$ cat src/rtl/interrupt_sequencer_pkg.sv
// Shared definitions for the interrupt/RTI sequencer: state encoding and the
// stack-control field layout that matches the ID/EX buffer.
// No ports; imported by the interface-using modules.
package interrupt_sequencer_pkg;

   typedef enum logic [2:0] {
      ST_IDLE       = 3'd0,
      ST_DRAIN      = 3'd1,
      ST_PUSH_PC    = 3'd2,
      ST_PUSH_FLAGS = 3'd3,
      ST_VECTOR     = 3'd4,
      ST_POP_FLAGS  = 3'd5,
      ST_POP_PC     = 3'd6,
      ST_RTI_WAIT   = 3'd7
   } seq_state_t;

   // Bit positions of the stack-control fields inside the ID/EX buffer.
   localparam int CTL_SP          = 0;
   localparam int CTL_SPOP        = 1;
   localparam int CTL_MR          = 2;
   localparam int CTL_MW          = 3;
   localparam int CTL_STACK_PC    = 4;
   localparam int CTL_STACK_FLAGS = 5;
   localparam int CTL_W           = 6;

   typedef logic [CTL_W-1:0] stack_ctl_t;

   // Stack-control word injected into ID/EX for a given sequencer state.
   // Pushes pre-decrement SP (SPOP=0) and write memory; pops read memory.
   function automatic stack_ctl_t stack_ctl(seq_state_t s);
      stack_ctl_t c;
      c = '0;
      case (s)
         ST_PUSH_PC: begin
            c[CTL_SP]       = 1'b1;
            c[CTL_MW]       = 1'b1;
            c[CTL_STACK_PC] = 1'b1;
         end
         ST_PUSH_FLAGS: begin
            c[CTL_SP]          = 1'b1;
            c[CTL_MW]          = 1'b1;
            c[CTL_STACK_FLAGS] = 1'b1;
         end
         ST_POP_FLAGS: begin
            c[CTL_SP]          = 1'b1;
            c[CTL_SPOP]        = 1'b1;
            c[CTL_MR]          = 1'b1;
            c[CTL_STACK_FLAGS] = 1'b1;
         end
         ST_POP_PC: begin
            c[CTL_SP]       = 1'b1;
            c[CTL_SPOP]     = 1'b1;
            c[CTL_MR]       = 1'b1;
            c[CTL_STACK_PC] = 1'b1;
         end
         default: c = '0;
      endcase
      return c;
   endfunction

endpackage

$ cat src/rtl/interrupt_sequencer_if.sv
// Bundle between the pipeline (decode/execute/fetch) and the interrupt sequencer.
// Ports: requests in (INT_Request, RTI_Decoded, Jump_In_Flight, Current_PC);
// controls out (Stall_Fetch, Flush_Decode, Inject_*, PC_Load*, Busy).
interface interrupt_sequencer_if;

   logic        INT_Request;
   logic        RTI_Decoded;
   logic        Jump_In_Flight;
   logic [31:0] Current_PC;

   logic        Stall_Fetch;
   logic        Flush_Decode;
   logic        Inject_Valid;
   logic        Inject_SP;
   logic        Inject_SPOP;
   logic        Inject_MR;
   logic        Inject_MW;
   logic        Inject_Stack_PC;
   logic        Inject_Stack_Flags;
   logic [31:0] Inject_PC;
   logic        PC_Load;
   logic [31:0] PC_Load_Value;
   logic        Busy;

   // Sequencer side: consumes requests, drives pipeline controls.
   modport master (
      input  INT_Request, RTI_Decoded, Jump_In_Flight, Current_PC,
      output Stall_Fetch, Flush_Decode, Inject_Valid, Inject_SP, Inject_SPOP,
             Inject_MR, Inject_MW, Inject_Stack_PC, Inject_Stack_Flags,
             Inject_PC, PC_Load, PC_Load_Value, Busy
   );

   // Pipeline side: raises requests, obeys controls.
   modport slave (
      output INT_Request, RTI_Decoded, Jump_In_Flight, Current_PC,
      input  Stall_Fetch, Flush_Decode, Inject_Valid, Inject_SP, Inject_SPOP,
             Inject_MR, Inject_MW, Inject_Stack_PC, Inject_Stack_Flags,
             Inject_PC, PC_Load, PC_Load_Value, Busy
   );

endinterface

$ cat src/rtl/interrupt_sequencer_seq_down_counter.sv
// Loadable down-counter with zero flag, shared by the drain and RTI-wait phases.
// Latency: load/decrement take effect at the next clk; zero is registered-state derived.
// Ports: clk, rst_n, load, load_value, dec in; zero out. Saturates at 0.
module seq_down_counter #(
   parameter int CW = 3
) (
   input  logic          clk,
   input  logic          rst_n,
   input  logic          load,
   input  logic [CW-1:0] load_value,
   input  logic          dec,
   output logic          zero
);

   logic [CW-1:0] count;

   always_ff @(posedge clk or negedge rst_n) begin
      if (!rst_n) begin
         count <= '0;
      end else if (load) begin
         count <= load_value;
      end else if (dec && (count != '0)) begin
         count <= count - 1'b1;
      end
   end

   assign zero = (count == '0);

endmodule

$ cat src/rtl/interrupt_sequencer.sv
// Sequences stack pushes/pops into ID/EX for interrupt entry and RTI, then redirects/holds fetch.
// Latency: interrupt = 1 decision edge + DRAIN_CYCLES + 3 cycles; RTI = 2 + RTI_WAIT_CYCLES cycles.
// Ports: clk, rst_n, seq_bus (master modport). Moore outputs; fetch is stalled while the sequence owns ID/EX.
module interrupt_sequencer
   import interrupt_sequencer_pkg::*;
#(
   parameter logic [31:0] VECTOR_ADDR     = 32'h0000_0000,
   parameter int          DRAIN_CYCLES    = 3,
   parameter int          RTI_WAIT_CYCLES = 2,
   parameter int          CW              = 3
) (
   input  logic                  clk,
   input  logic                  rst_n,
   interrupt_sequencer_if.master seq_bus
);

   localparam logic [CW-1:0] DRAIN_LOAD = CW'(DRAIN_CYCLES - 1);
   localparam logic [CW-1:0] WAIT_LOAD  = CW'(RTI_WAIT_CYCLES - 1);

   seq_state_t    state;
   seq_state_t    state_next;
   logic          pending;
   logic          pending_late;
   logic [31:0]   saved_pc;
   logic          capture_pc;
   logic          cnt_load;
   logic [CW-1:0] cnt_load_value;
   logic          cnt_dec;
   logic          cnt_zero;
   logic          late_window;
   stack_ctl_t    ctl;

   seq_down_counter #(.CW(CW)) u_counter (
      .clk        (clk),
      .rst_n      (rst_n),
      .load       (cnt_load),
      .load_value (cnt_load_value),
      .dec        (cnt_dec),
      .zero       (cnt_zero)
   );

   // ---------------- state register and pending tracking ----------------
   // A request arriving after the current interrupt has been committed to
   // (DRAIN..PUSH_FLAGS) is already "covered" by pending, so the VECTOR clear
   // would swallow it. pending_late remembers it and re-arms pending in
   // VECTOR, so a second interrupt gets its own full sequence.
   assign late_window = (state == ST_DRAIN) || (state == ST_PUSH_PC) ||
                        (state == ST_PUSH_FLAGS);

   always_ff @(posedge clk or negedge rst_n) begin
      if (!rst_n) begin
         state        <= ST_IDLE;
         pending      <= 1'b0;
         pending_late <= 1'b0;
         saved_pc     <= '0;
      end else begin
         state <= state_next;
         if (state == ST_VECTOR) begin
            // Set wins over clear in the same cycle.
            pending      <= seq_bus.INT_Request | pending_late;
            pending_late <= 1'b0;
         end else begin
            pending      <= seq_bus.INT_Request | pending;
            pending_late <= pending_late | (seq_bus.INT_Request & late_window);
         end
         if (capture_pc) begin
            saved_pc <= seq_bus.Current_PC;
         end
      end
   end

   // ---------------- next-state logic ----------------
   always_comb begin
      state_next     = state;
      capture_pc     = 1'b0;
      cnt_load       = 1'b0;
      cnt_load_value = '0;
      cnt_dec        = 1'b0;
      case (state)
         ST_IDLE: begin
            // RTI first: decode already holds it and must not be overtaken.
            if (seq_bus.RTI_Decoded) begin
               state_next = ST_POP_FLAGS;
            end else if (pending && !seq_bus.Jump_In_Flight) begin
               state_next     = ST_DRAIN;
               capture_pc     = 1'b1;
               cnt_load       = 1'b1;
               cnt_load_value = DRAIN_LOAD;
            end
         end
         ST_DRAIN: begin
            if (cnt_zero) state_next = ST_PUSH_PC;
            else          cnt_dec    = 1'b1;
         end
         ST_PUSH_PC:    state_next = ST_PUSH_FLAGS;
         ST_PUSH_FLAGS: state_next = ST_VECTOR;
         ST_VECTOR:     state_next = ST_IDLE;
         ST_POP_FLAGS:  state_next = ST_POP_PC;
         ST_POP_PC: begin
            state_next     = ST_RTI_WAIT;
            cnt_load       = 1'b1;
            cnt_load_value = WAIT_LOAD;
         end
         ST_RTI_WAIT: begin
            if (cnt_zero) state_next = ST_IDLE;
            else          cnt_dec    = 1'b1;
         end
         default: state_next = ST_IDLE;
      endcase
   end

   // ---------------- Moore outputs ----------------
   assign ctl = stack_ctl(state);

   assign seq_bus.Inject_SP          = ctl[CTL_SP];
   assign seq_bus.Inject_SPOP        = ctl[CTL_SPOP];
   assign seq_bus.Inject_MR          = ctl[CTL_MR];
   assign seq_bus.Inject_MW          = ctl[CTL_MW];
   assign seq_bus.Inject_Stack_PC    = ctl[CTL_STACK_PC];
   assign seq_bus.Inject_Stack_Flags = ctl[CTL_STACK_FLAGS];

   assign seq_bus.Inject_Valid  = (state == ST_PUSH_PC)   || (state == ST_PUSH_FLAGS) ||
                                  (state == ST_POP_FLAGS) || (state == ST_POP_PC);
   assign seq_bus.Stall_Fetch   = (state != ST_IDLE) && (state != ST_VECTOR);
   assign seq_bus.Flush_Decode  = (state == ST_DRAIN) || (state == ST_POP_FLAGS);
   assign seq_bus.Inject_PC     = (state == ST_PUSH_PC) ? saved_pc : 32'h0;
   assign seq_bus.PC_Load       = (state == ST_VECTOR);
   assign seq_bus.PC_Load_Value = (state == ST_VECTOR) ? VECTOR_ADDR : 32'h0;
   assign seq_bus.Busy          = (state != ST_IDLE);

endmodule

$ cat src/flat_wrapper.sv
// flat-port wrapper written by rule: the top's interface ports become plain ports
module interrupt_sequencer_flat import interrupt_sequencer_pkg::*;
#(
   parameter logic [31:0] VECTOR_ADDR     = 32'h0000_0000,
   parameter int          DRAIN_CYCLES    = 3,
   parameter int          RTI_WAIT_CYCLES = 2,
   parameter int          CW              = 3
)
  (clk, rst_n, seq_bus_INT_Request, seq_bus_RTI_Decoded, seq_bus_Jump_In_Flight, seq_bus_Current_PC, seq_bus_Stall_Fetch, seq_bus_Flush_Decode, seq_bus_Inject_Valid, seq_bus_Inject_SP, seq_bus_Inject_SPOP, seq_bus_Inject_MR, seq_bus_Inject_MW, seq_bus_Inject_Stack_PC, seq_bus_Inject_Stack_Flags, seq_bus_Inject_PC, seq_bus_PC_Load, seq_bus_PC_Load_Value, seq_bus_Busy);
  interrupt_sequencer_if seq_bus_i ();
  input  logic clk;
  input  logic rst_n;
  input wire logic [$bits(seq_bus_i.INT_Request)-1:0] seq_bus_INT_Request;
  input wire logic [$bits(seq_bus_i.RTI_Decoded)-1:0] seq_bus_RTI_Decoded;
  input wire logic [$bits(seq_bus_i.Jump_In_Flight)-1:0] seq_bus_Jump_In_Flight;
  input wire logic [$bits(seq_bus_i.Current_PC)-1:0] seq_bus_Current_PC;
  output wire logic [$bits(seq_bus_i.Stall_Fetch)-1:0] seq_bus_Stall_Fetch;
  output wire logic [$bits(seq_bus_i.Flush_Decode)-1:0] seq_bus_Flush_Decode;
  output wire logic [$bits(seq_bus_i.Inject_Valid)-1:0] seq_bus_Inject_Valid;
  output wire logic [$bits(seq_bus_i.Inject_SP)-1:0] seq_bus_Inject_SP;
  output wire logic [$bits(seq_bus_i.Inject_SPOP)-1:0] seq_bus_Inject_SPOP;
  output wire logic [$bits(seq_bus_i.Inject_MR)-1:0] seq_bus_Inject_MR;
  output wire logic [$bits(seq_bus_i.Inject_MW)-1:0] seq_bus_Inject_MW;
  output wire logic [$bits(seq_bus_i.Inject_Stack_PC)-1:0] seq_bus_Inject_Stack_PC;
  output wire logic [$bits(seq_bus_i.Inject_Stack_Flags)-1:0] seq_bus_Inject_Stack_Flags;
  output wire logic [$bits(seq_bus_i.Inject_PC)-1:0] seq_bus_Inject_PC;
  output wire logic [$bits(seq_bus_i.PC_Load)-1:0] seq_bus_PC_Load;
  output wire logic [$bits(seq_bus_i.PC_Load_Value)-1:0] seq_bus_PC_Load_Value;
  output wire logic [$bits(seq_bus_i.Busy)-1:0] seq_bus_Busy;
  assign seq_bus_i.INT_Request = seq_bus_INT_Request;
  assign seq_bus_i.RTI_Decoded = seq_bus_RTI_Decoded;
  assign seq_bus_i.Jump_In_Flight = seq_bus_Jump_In_Flight;
  assign seq_bus_i.Current_PC = seq_bus_Current_PC;
  assign seq_bus_Stall_Fetch = seq_bus_i.Stall_Fetch;
  assign seq_bus_Flush_Decode = seq_bus_i.Flush_Decode;
  assign seq_bus_Inject_Valid = seq_bus_i.Inject_Valid;
  assign seq_bus_Inject_SP = seq_bus_i.Inject_SP;
  assign seq_bus_Inject_SPOP = seq_bus_i.Inject_SPOP;
  assign seq_bus_Inject_MR = seq_bus_i.Inject_MR;
  assign seq_bus_Inject_MW = seq_bus_i.Inject_MW;
  assign seq_bus_Inject_Stack_PC = seq_bus_i.Inject_Stack_PC;
  assign seq_bus_Inject_Stack_Flags = seq_bus_i.Inject_Stack_Flags;
  assign seq_bus_Inject_PC = seq_bus_i.Inject_PC;
  assign seq_bus_PC_Load = seq_bus_i.PC_Load;
  assign seq_bus_PC_Load_Value = seq_bus_i.PC_Load_Value;
  assign seq_bus_Busy = seq_bus_i.Busy;
  interrupt_sequencer #(.VECTOR_ADDR(VECTOR_ADDR), .DRAIN_CYCLES(DRAIN_CYCLES), .RTI_WAIT_CYCLES(RTI_WAIT_CYCLES), .CW(CW)) u_core (.clk(clk), .rst_n(rst_n), .seq_bus(seq_bus_i));
endmodule
$ cat config.mk
export PLATFORM = sky130hd
export DESIGN_NAME = interrupt_sequencer_flat
export DESIGN_NICKNAME = d
export VERILOG_FILES = /design/src/rtl/interrupt_sequencer_pkg.sv /design/src/rtl/interrupt_sequencer_if.sv /design/src/rtl/interrupt_sequencer_seq_down_counter.sv /design/src/rtl/interrupt_sequencer.sv /design/src/flat_wrapper.sv
export SDC_FILE = /design/constraint.sdc
export NUM_CORES = 1
export LEC_CHECK = 0
export CORE_AREA = 2 2 75 77
export DETAILED_ROUTE_END_ITERATION = 8
export DIE_AREA = 0 0 77 79
export GPL_ROUTABILITY_DRIVEN = 0
export GPL_TIMING_DRIVEN = 0
export PLACE_DENSITY = 0.82
export SLEW_MARGIN = 15
export SYNTH_ARGS = -nofsm -noshare
export SYNTH_HDL_FRONTEND = slang
export SYNTH_SLANG_ARGS = --single-unit
$ cat constraint.sdc
create_clock -name clk -period 5.5 [get_ports clk]
set_input_delay 1.1 -clock clk [delete_from_list [all_inputs] [get_ports clk]]
set_output_delay 1.1 -clock clk [all_outputs]
set_load 0.01 [all_outputs]
==> metrics.cfg <==
[final_layout]
final_util_pct = 62.3
drive_gt1_share_pct = 26.3
fillers = 442
synthToLayoutAreaGrowth_pct = 50.4
layout_common_cells = clkdlybuf4s50_1 (78), dfrtp_1 (40), and2_1 (33), buf_4 (33), conb_1 (32)
fin_area_sq_um = 3320
final_common_cell = clkdlybuf4s50_1
multi_input_area_sq_um = 1000
seq_area_sq_um = 1000
diodes = 0
nets = 350
finalNonFillerCells = 384

[critical_path]
critPathMaxFanout = 10
critPathKind = register to primary output
cp-end-kind = primary output
worst-endpoint-arrival_ns = 2.53
reg2regPathDepth = 5
required_ns = 4.40
critPathLaunchType = register

[clocking]
root_buffer = clkbuf_8
cts.path.max_buffers = 2
cts_tree = yes
insertion_delay_ns = 0.29
clock_sinks = 40
cts_buffers = 5
h-tree-depth = 2
ctsHoldBuffers = 0
cts_setup_buffers = 0
path_clk_slew_ns = 0.08
post_cts_resized = 0

[floorplanning]
die_area_sq_um = 6080
die_h_microns = 79
fp.coreArea_sq_um = 5340
row_count = 27
ios = 112
die_x_microns = 77
initial_core_util_pct = 41.4

[power_and_ir_drop]
p_comb_share_pct = 51.5
ir_drop_v = 0.000232
switchingPower_uw = 473
sequentialPowerShare_pct = 34.4
clkPwrFrac_pct = 14.1
power.density_nw_per_um2 = 435
swShare_pct = 32.7
leakage_nw = 1.51
power.total_mw = 1.45
power.internal_uw = 973

[hold_path]
hold_class = register to register
whs_path_depth = 1

[logic_synthesis]
synthAdderAreaFrac_pct = 1.13
yosysSeqAreaShare_pct = 45.3
yosys.area_share.simple_pct = 16.0
synth_compound_area_share_pct = 4.93
synth_top_family_by_area = multiplexers
avgSynthCellArea_sq_um = 11.4
syn-cell-area_sq_um = 2210
ys_types = 36
muxShareOfSynthArea_pct = 16.3
syn_inst = 193
synth_xor_area_share_pct = 1.59
synth_flop_cell = dfrtp_1
async_reset_ff_share_pct = 100
synth_edf_count = 0
ys_warn_count = 0
ys_ff_latch = 40

[placed_design]
placed_area_sq_um = 3230
place_hpwl_microns = 3450
placedCellCount = 376
portBuffers = 79
place_ws_ns = 2.10

[sta]
setup_viol = 0
finalSetupTns_ns = 0
rsz0062_at_grt = no
hold-worst-slack_ns = 0.486
finalWorstSetupSlack_ns = 1.87
maxSlewViolCount = 0
skew_ns = 0.00500
period_minus_slack_ns = 3.63
hold_viol_final = 0
fmax_ghz = 0.275
period_share_pct = 66.0

[grt]
antenna_found_initial = 0
grt_usage_pct = 14.9
grt_max_degree = 23
first_global_vias = 1592
grt_pass1_wl_microns = 7170
overflow = 0

[routing]
drc = 0
wl_microns = 4360
num_vias = 1652
ant_nets = 0
drt_iter0_drc = 65
drt_pass1_iterations = 4
viasPerCell = 4.30
routedWlPerCell_microns = 11.4

[run]
maxCapViolCount = 0

[status]
status = finished, final reports clean

-- Yosys cell counts, types with 2 or more instances --
master    number  area (sq um)
a21oi_1        2          10.0
xor2_1         2          17.5
a211oi_1       3          22.5
dfrtp_1       40          1000
or2_2          3          18.8
nand2b_1       2          12.5
nor2_1         2          7.51
buf_6          4          45.0
a31oi_1        2          12.5
clkbuf_1       5          18.8
ha_1           2          25.0
and2_1        33           206
inv_1          2          7.51
xnor2_1        2          17.5
nor3b_1        2          15.0
buf_4         33           248
mux2_2        31           349
nor2b_1        5          31.3
-- state kept, by name (all words and copies together), names as in the netlist --
signal,count
u_core.pending,1
u_core.state,3
u_core.u_counter.count,3
u_core.pending_late,1
u_core.saved_pc,32
-- cell type report --
class	count	share of cell area [%]
multi-input combinational	139	30.2
sequential	40	30.1
timing repair buffer	80	24.5
buffer	43	9.49
tap	72	2.71
clock buffer	7	2.60
clock inverter	1	0.226
inverter	2	0.226
-- per-layer routing --
metal  global-route usage (%)  routed length, microns  up-vias
li1                         -                       -      810
met4                     3.75                      42        0
met2                     27.5                    2250       64
met1                     15.8                    1660      773
met3                     6.25                     409        5
met5                        0                       0        -
-- power by group through the flow --
stage          Combinational (mW)  Sequential [mW]  Clock (mW)
2_1_floorplan               0.463            0.486           0
3_3_place_gp                0.733            0.499           0
3_5_place_dp                0.754            0.506           0
4_1_cts                     0.757            0.500       0.212
5_1_grt                     0.817            0.517       0.226
6_report                    0.745            0.497       0.204
-- worst paths after layout --
kind | start | endpoint | slack (ns)
max reg2reg | u_core.state[0] | u_core.saved_pc[25] | 3.50
min reg2reg | u_core.saved_pc[0] | u_core.saved_pc[0] | 0.49
min | u_core.saved_pc[0] | u_core.saved_pc[0] | 0.49
min in group asynchronous | rst_n | u_core.saved_pc[7] | 0.76
max in group asynchronous | rst_n | u_core.saved_pc[31] | 4.25
max | u_core.state[0] | seq_bus_Inject_PC[1] | 1.87
-- worst max-delay path, stage by stage (launching register included) --
cell	delay [ns]
dfrtp_1	0.38
buf_6	0.13
nor2b_1	0.30
nor2b_1	0.36
clkbuf_1	0.35
and2_1	0.18
clkdlybuf4s50_1	0.55
-- cell families (layout without fill, tap and decap cells) --
family / Yosys count / after routing
buffers and inverters: 45 / 133
xor gates and xnor gates: 4 / 4
and+or+nand+nor: 54 / 54
muxes: 32 / 32
AOI/OAI and AO/OA: 15 / 15
adders and majority gates: 2 / 2
other: 1 / 32
DFF: 40 / 40
(Power assumes the default switching activity.)
